--- src/rtl/rb_steer_pipe.sv ---
// rb_steer_pipe: single-register-stage row-buffer lane rotator.
// Each accepted beat carries one pixel per row buffer. The output lanes are
// rotated by a pointer that advances once per image row, so the oldest row
// always appears on lane 0. An in_sof beat restarts the rotation at 0.
// Optional feature macro: RB_STEER_EOL_EN adds out_eol, which flags the
// last column of a row and travels with out_data.
module rb_steer_pipe #(
  parameter int PIXEL_WIDTH = 8,
  parameter int RBs         = 3,
  parameter int RB_ADDR     = 2,
  parameter int IMG_WIDTH   = 640,
  parameter int COL_ADDR    = 10
) (
  input  logic                       clk,
  input  logic                       rst_n,
  input  logic                       in_valid,
  output logic                       in_ready,
  input  logic [RBs*PIXEL_WIDTH-1:0] in_data,
  input  logic                       in_sof,
  output logic                       out_valid,
  input  logic                       out_ready,
  output logic [RBs*PIXEL_WIDTH-1:0] out_data,
  output logic [RB_ADDR-1:0]         rot
`ifdef RB_STEER_EOL_EN
  ,
  output logic                       out_eol
`endif
);

  localparam int DW = RBs * PIXEL_WIDTH;

  logic              r_valid;
  logic [DW-1:0]     r_data;
  logic [RB_ADDR-1:0] r_rot;
  logic [COL_ADDR-1:0] r_col;

  logic               w_accept;
  logic [RB_ADDR-1:0] w_rot_eff;
  logic [RB_ADDR-1:0] w_rot_inc;
  logic [RB_ADDR-1:0] w_rot_next;
  logic [COL_ADDR-1:0] w_beat_col;
  logic [COL_ADDR-1:0] w_col_next;
  logic               w_last_col;
  logic [DW-1:0]      w_rot_data;

  // The single output register may be refilled whenever it is empty or
  // being drained in the same cycle.
  assign in_ready = !r_valid || out_ready;
  assign w_accept = in_valid && in_ready;

  // A start-of-frame beat is column 0 with rotation 0, regardless of the
  // position the previous frame left behind.
  assign w_rot_eff  = in_sof ? '0 : r_rot;
  assign w_beat_col = in_sof ? '0 : r_col;
  assign w_last_col = (w_beat_col == COL_ADDR'(IMG_WIDTH - 1));

  assign w_rot_inc  = (r_rot == RB_ADDR'(RBs - 1)) ? '0 : r_rot + RB_ADDR'(1);
  // sof beats are column 0, so they never coincide with a row wrap here.
  assign w_rot_next = in_sof ? '0 : (w_last_col ? w_rot_inc : r_rot);
  assign w_col_next = w_last_col ? '0 : w_beat_col + COL_ADDR'(1);

  // Per-lane selector: output lane gi takes input lane (gi + rotation) mod RBs.
  genvar gi;
  generate
    for (gi = 0; gi < RBs; gi++) begin : g_lane
      logic [PIXEL_WIDTH-1:0] w_pick;

      // Select the source lane for this output lane from the effective rotation.
      always_comb begin
        w_pick = in_data[gi*PIXEL_WIDTH +: PIXEL_WIDTH];
        for (int k = 1; k < RBs; k++) begin
          if (w_rot_eff == RB_ADDR'(k)) begin
            w_pick = in_data[((gi + k) % RBs)*PIXEL_WIDTH +: PIXEL_WIDTH];
          end
        end
      end

      assign w_rot_data[gi*PIXEL_WIDTH +: PIXEL_WIDTH] = w_pick;
    end
  endgenerate

  // Output register plus row position; everything holds unless a beat is accepted.
  always_ff @(posedge clk) begin
    if (!rst_n) begin
      r_valid <= 1'b0;
      r_data  <= '0;
      r_rot   <= '0;
      r_col   <= '0;
    end else if (w_accept) begin
      r_valid <= 1'b1;
      r_data  <= w_rot_data;
      r_rot   <= w_rot_next;
      r_col   <= w_col_next;
    end else if (out_ready) begin
      r_valid <= 1'b0;
    end
  end

`ifdef RB_STEER_EOL_EN
  logic r_eol;

  // End-of-line flag registered alongside the pixel column it describes.
  always_ff @(posedge clk) begin
    if (!rst_n) begin
      r_eol <= 1'b0;
    end else if (w_accept) begin
      r_eol <= w_last_col;
    end
  end

  assign out_eol = r_eol;
`endif

  assign out_valid = r_valid;
  assign out_data  = r_data;
  assign rot       = r_rot;

endmodule

--- config.mk ---
export PLATFORM = sky130hd
export DESIGN_NAME = rb_steer_pipe
export DESIGN_NICKNAME = d
export VERILOG_FILES = /design/src/rtl/rb_steer_pipe.sv
export SDC_FILE = /design/constraint.sdc
export NUM_CORES = 1
export LEC_CHECK = 0
export ABC_AREA = 1
export CORE_MARGIN = 1
export CORE_UTILIZATION = 43
export CTS_CLUSTER_DIAMETER = 120
export DETAILED_ROUTE_END_ITERATION = 6
export GPL_ROUTABILITY_DRIVEN = 0
export PLACE_DENSITY_LB_ADDON = 0.12
export SKIP_CTS_REPAIR_TIMING = 1
export SYNTH_ARGS = -nofsm -noshare
export SYNTH_HDL_FRONTEND = slang
export SYNTH_SLANG_ARGS = --single-unit
--- constraint.sdc ---
create_clock -name clk -period 1.7 [get_ports clk]
set_clock_uncertainty 0.2 [all_clocks]
set_input_delay 0.255 -clock clk [delete_from_list [all_inputs] [get_ports clk]]
set_output_delay 0.255 -clock clk [all_outputs]
set_load 0.03 [all_outputs]
=== Yosys cells after proc, flatten, opt, wreduce, memory -nomap -nowiden ===
Index checks and enable logic that the tools add are counted.

* Bits of input ports: 29
* Flip-flop bits (word level): 37
* Logic and storage cells: 30

* Equality and inequality tests: 4
* Mux-type cells: 14
* Add/sub/neg operators: 2
* Reduce and logical (&&, ||, !) cells: 6

{| class="wikitable"
|+ Operators with widths
! kind !! number
|-
| 8-bit two-way mux || 6
|-
| 10-bit two-way mux || 2
|-
| 10-bit by 1-bit adder with 10-bit output (second input constant) || 1
|-
| 10-bit == test (second input constant) || 1
|-
| 2-bit two-way mux || 4
|-
| 2-bit == test (second input constant) || 2
|-
| 2-bit nonzero test || 2
|-
| 2-bit by 1-bit adder with 2-bit output (second input constant) || 1
|-
| 2-bit by 1-bit == test with 1-bit output (second input constant) || 1
|-
| 1-bit two-way mux || 2
|-
| 2-bit AND reduction || 1
|-
| 1-bit logical AND || 1
|-
| 1-bit zero test || 1
|-
| 1-bit logical OR || 1
|}

=== Depth between registers and ports, before layout ===
* Depth after elaboration: 4
* Mapped depth: 12
* Gate-level depth less buffers: 11

=== Worst setup path after synthesis ===
No wires, ideal clock.

* Path kind: register to register
* Start: register r_valid, in the netlist out_valid
* End: register r_data[10], in the netlist out_data[10]
* Path buffers: 2
* Required time: 1.366 ns
* Cell stages (with the launch flop): 7
* Data arrival time: 1.430 ns
* Slack: -0.064 ns
* Setup time: 0.134 ns
* Period minus slack after synthesis: 1.764 ns
* Cells stage by stage: dfxtp_1 nand2_1 nand2_1 inv_1 buf_2 clkbuf_1 a31oi_1

* Word-level cells in the longest chain between the ends: 3

{| class="wikitable"
|+ RTL lines
! element !! RTL line !! RTL
|-
| from (decl) || 32 || <nowiki>logic r_valid;</nowiki>
|-
| from (signal assigned) || 85 || <nowiki>r_valid <= 1'b0;</nowiki>
|-
| from (signal assigned) || 90 || <nowiki>r_valid <= 1'b1;</nowiki>
|-
| from (signal assigned) || 95 || <nowiki>r_valid <= 1'b0;</nowiki>
|-
| 1-bit zero test || 48 || <nowiki>assign in_ready = !r_valid || out_ready;</nowiki>
|-
| 1-bit logical OR || 48 ||
|-
| net in_ready || 17 || <nowiki>output logic in_ready,</nowiki>
|-
| 1-bit logical AND || 49 || <nowiki>assign w_accept = in_valid && in_ready;</nowiki>
|-
| to (signal assigned) || 91 || <nowiki>r_data <= w_rot_data;</nowiki>
|-
| to (decl) || 33 || <nowiki>logic [DW-1:0] r_data;</nowiki>
|}

The timed path passes the listed nets, and every way through them passes these cells.
A chain may end at the register's enable or synchronous reset.

=== Worst setup path after layout ===
* Start: register r_col[1]
* End: register r_rot[0], in the netlist rot[0]

* Word-level cells in the longest chain between the ends: 4

{| class="wikitable"
|+ RTL lines
! element !! RTL line !! RTL
|-
| from (decl) || 35 || <nowiki>logic [COL_ADDR-1:0] r_col;</nowiki>
|-
| from (signal assigned) || 93 || <nowiki>r_col <= w_col_next;</nowiki>
|-
| 10-bit two-way mux || 54 || <nowiki>assign w_beat_col = in_sof ? '0 : r_col;</nowiki>
|-
| 10-bit == test || 55 || <nowiki>assign w_last_col = (w_beat_col == COL_ADDR'(IMG_WIDTH - 1));</nowiki>
|-
| 2-bit nonzero test (no source line) || n/a ||
|-
| 2-bit AND reduction (no source line) || n/a ||
|-
| to (signal assigned) || 92 || <nowiki>r_rot <= w_rot_next;</nowiki>
|-
| to (decl) || 34 || <nowiki>logic [RB_ADDR-1:0] r_rot;</nowiki>
|}

No other way between the ends.

==> summary.json <==
{
  "timing": {
    "fin_crit_sh_pct": 98.27,
    "fin_worst_hold_slack_ns": 0.2392,
    "rsz0062_at_grt": "true",
    "fmax_mhz": 598.6,
    "layout_setup_ws_ns": 0.02941,
    "hold_viol_final": 0,
    "worst_slew_pin_slew_ns": 0.5132,
    "tns_ns": 0,
    "timing_max_transition_violations_final": 0,
    "finalWorstPathRequiredPeriod_ns": 1.671,
    "relSlewSlack_pct": 65.75,
    "final_count_of_negative_setup_slack_endpoints": 0
  },
  "worst_setup_path": {
    "worstSetupStartpointType": "register",
    "worst-r2r-cell-count": 10,
    "r2r_slack_ns": 0.03,
    "timing.critical_path.cells": "inv_2 > nor2_2 > ha_2 > nand3_4 > nor2_4 > nand3_2 > nand2_2 > nand2_2 > nand2_1 > a21oi_1",
    "timing.critical_path.max_delay_family": "simple AND/OR/NAND/NOR gates",
    "critPathCapture": "rot[0]",
    "cpMostUsedCell": "sky130_fd_sc_hd__nand2_2",
    "worstPathArrival_ns": 1.62,
    "rr_startpoint": "r_col[1]",
    "worst_path_fanout_max": 4,
    "endpoint_required_time_on_the_critical_path_ns": 1.65,
    "crit_start": "r_col[1]",
    "worst_r2r_endpoint": "rot[0]",
    "slowest_stage": "sky130_fd_sc_hd__dfxtp_2",
    "cpPeakStageDelay_ns": 0.35,
    "worst_setup_path_end_kind": "register",
    "critPathKind": "reg2reg",
    "critical_path_depth_in_cells": 10,
    "cp_num_buf_inv": 1
  },
  "detailed_routing": {
    "detail_route.wirelength_um": 5519,
    "first_pass_iters": 7,
    "drt-wirelength-per-cell_um": 13.20,
    "drt.antenna.violating_nets": 0,
    "drt_iter0_markers": 133,
    "detailroute.via_count": 2210,
    "drt-vias-per-instance": 5.287,
    "post-route-drc-count": 5
  },
  "power_and_ir_drop": {
    "cellInternalPower_w": 0.001443,
    "power.share.switching_pct": 29.35,
    "worst_voltage_drop_across_the_vdd_grid_uv": 396.1,
    "seqPwrFrac_pct": 46.5,
    "power.density_cell_area_nw_per_um2": 656.4,
    "total_switching_power_w": 0.0005992,
    "p_leak_nw": 1.530,
    "p_clk_share_pct": 29.0,
    "pwr-share-comb_pct": 24.5,
    "total_power_w": 0.002042
  },
  "global_route": {
    "grt_pass1_vias": 2003,
    "grt_first_pass_wirelength_um": 9287,
    "groute.usage.overall_pct": 22.93,
    "grt.met1_usage_pct": 31.45,
    "global_routing_usage_on_met2_pct": 36.19,
    "globalRoute.totalOverflow": 0,
    "grt_max_usage_layer": "met2",
    "grt_antenna_before_repair": 0,
    "met3_usage_pct": 5.128,
    "grt_max_degree": 52
  },
  "logic_synthesis": {
    "synth_top_cell_by_area": "sky130_fd_sc_hd__dfxtp_1",
    "ys.flop_type": "sky130_fd_sc_hd__dfxtp_1",
    "edff_count_synth": 0,
    "synthesis.area_per_instance_sq_um": 7.122,
    "seq_area_frac_synth_pct": 35.99,
    "ys_seq_elements": 37,
    "syn-cell-area_sq_um": 2058,
    "synth_fp_nets": 319,
    "synth_top_area_share_pct": 35.99,
    "async_flop_share_pct": 0,
    "syn_inst": 289,
    "most_instantiated_library_cell_after_synthesis": "sky130_fd_sc_hd__nand2_1",
    "synth_top_cells_by_area": "sky130_fd_sc_hd__dfxtp_1 (36%), sky130_fd_sc_hd__nand2_1 (14%), sky130_fd_sc_hd__o211ai_1 (8.8%), sky130_fd_sc_hd__a31oi_1 (7.3%), sky130_fd_sc_hd__o21ai_0 (6.1%)",
    "yosysWarnings": 0,
    "synth_common_cells": "sky130_fd_sc_hd__nand2_1 (77), sky130_fd_sc_hd__dfxtp_1 (37), sky130_fd_sc_hd__o21ai_0 (25)",
    "yosys.cell_types.count": 31
  },
  "layout": {
    "finalNetCount": 395,
    "layout.core_utilization_pct": 69.52,
    "sequential_cell_area_sq_um": 743.2,
    "n_fill_cell": 381,
    "insertedDiodeCount": 0,
    "final_layout_size_suffix_gt1_share_pct": 22.13,
    "multiInputGateArea_sq_um": 1185,
    "syn_to_final_growth_pct": 51.12
  },
  "worst_hold_path": {
    "timing.hold.worst.class": "in2reg",
    "min-delay-start": "in_sof"
  },
  "die": {
    "floorplan.initialDensity_pct": 46.00,
    "die_h_um": 71.19,
    "design.portCount": 57,
    "floorplan.die_area_sq_um": 5067,
    "placement_rows": 24,
    "total_core_area_sq_um": 4474,
    "die_width_um": 71.19
  },
  "clocking": {
    "htreeDepth": 2,
    "cts_tree": "yes",
    "clock_latency_ns": 0.28,
    "clock_tree_root_buffer_cell": "sky130_fd_sc_hd__clkbuf_8",
    "cts_buffer_depth": 2,
    "numClockSinks": 37,
    "cts-buffers-inserted": 5,
    "clkTransAtPathRegs_ns": 0.07
  },
  "run": {
    "maxCapViolations": 0
  },
  "run_status": {
    "violated_checks": "design-rule violations",
    "outcome": "finished with violations"
  },
  "placement": {
    "place_ws_ns": -0.4375,
    "port-buffer-count": 56,
    "place_hpwl_um": 3807
  }
}
worst register-to-register path, delay by kind of cell, from the launching register on:
kind / cells / cell delay (ns)
buffers and inverters: 1 / 0.04
AND/OR/NAND/NOR: 7 / 0.70
AO/OA/AOI/OAI: 1 / 0.06
adder cells (fa/ha/maj): 1 / 0.20
flip-flops: 1 / 0.35
power groups by stage:
stage	logic (W)	clock network (W)	registers, W
after floorplan	0.000158	0	0.00106
after global placement	0.000499	0	0.000970
after detailed placement	0.000498	0	0.000970
after CTS	0.000501	0.000601	0.000950
after global routing	0.000539	0.000642	0.000957
final	0.000500	0.000592	0.000950
state kept, by name, summed over array words and instances (netlist names):
name / flops
r_col: 10
out_data: 24
rot: 2
out_valid: 1
layer usage:
layer,vias to the layer above,share of wire (%)
li1,1145,-
met3,6,6.0
met4,0,0.87
met2,54,46
met5,-,0
met1,1005,47
per-stage QoR:
| step | cell area (sq um) | instances |
|---|---|---|
| floorplan | 2061 | 289 |
| global placement | 2859 | 408 |
| detailed placement | 2859 | 408 |
| CTS | 2939 | 416 |
| global route | 3110 | 418 |
| finish | 3110 | 418 |
layout by cell type, fill, tap and decap left out, types with 2 or more instances in the layout:
cell,netlist,final
sky130_fd_sc_hd__nand2_1,77,71
sky130_fd_sc_hd__dfxtp_1,37,35
sky130_fd_sc_hd__dlymetal6s2s_1,0,28
sky130_fd_sc_hd__clkdlybuf4s50_1,0,27
sky130_fd_sc_hd__buf_4,2,26
sky130_fd_sc_hd__o21ai_0,25,25
sky130_fd_sc_hd__o211ai_1,24,24
sky130_fd_sc_hd__a31oi_1,24,24
sky130_fd_sc_hd__inv_1,22,21
sky130_fd_sc_hd__nand3_1,13,9
sky130_fd_sc_hd__or2_2,8,8
sky130_fd_sc_hd__nand2_2,1,7
sky130_fd_sc_hd__a21oi_1,12,7
sky130_fd_sc_hd__nand3_2,3,6
sky130_fd_sc_hd__a21oi_2,1,6
sky130_fd_sc_hd__clkbuf_8,0,5
sky130_fd_sc_hd__buf_12,0,5
sky130_fd_sc_hd__nor2_1,6,4
sky130_fd_sc_hd__nor2_2,1,3
sky130_fd_sc_hd__clkbuf_1,8,3
sky130_fd_sc_hd__inv_4,1,2
sky130_fd_sc_hd__inv_2,2,2
sky130_fd_sc_hd__nand3_4,1,2
sky130_fd_sc_hd__nor2_4,2,2
sky130_fd_sc_hd__nor3_1,2,2
sky130_fd_sc_hd__nand4_1,2,2
sky130_fd_sc_hd__buf_6,2,2
sky130_fd_sc_hd__dfxtp_2,0,2
area by class of cell:
cell class                      instances  share of cell area (%)
Multi-Input combinational cell        208                   38.09
Timing Repair Buffer                   88                   30.17
Clock buffer                            8                   2.574
Tap cell                               52                   2.092
Inverter                               25                   3.178
Sequential cell                        37                   23.89
how the worst min path moves through the flow:
stage / endpoint / slack [ns] / cells after the start
global route: r_col[0] / 0.27 / 5
floorplan: out_data[0] / 0.19 / 2
finish: r_col[0] / 0.24 / 5
detailed placement: r_col[9] / 0.26 / 2
CTS: r_col[9] / 0.27 / 2
global placement: r_col[9] / 0.25 / 2
cells by family after synthesis:
| kind of cell | synth area share [%] |
|---|---|
| xor gates and xnor gates | 0.8512 |
| adders and majority gates | 0.6078 |
| buffers and inverters | 10.15 |
| DFF | 35.99 |
| and+or+nand+nor | 26.63 |
| AOI/OAI and AO/OA | 25.78 |
No activity file was read; power rests on OpenSTA's default activity.
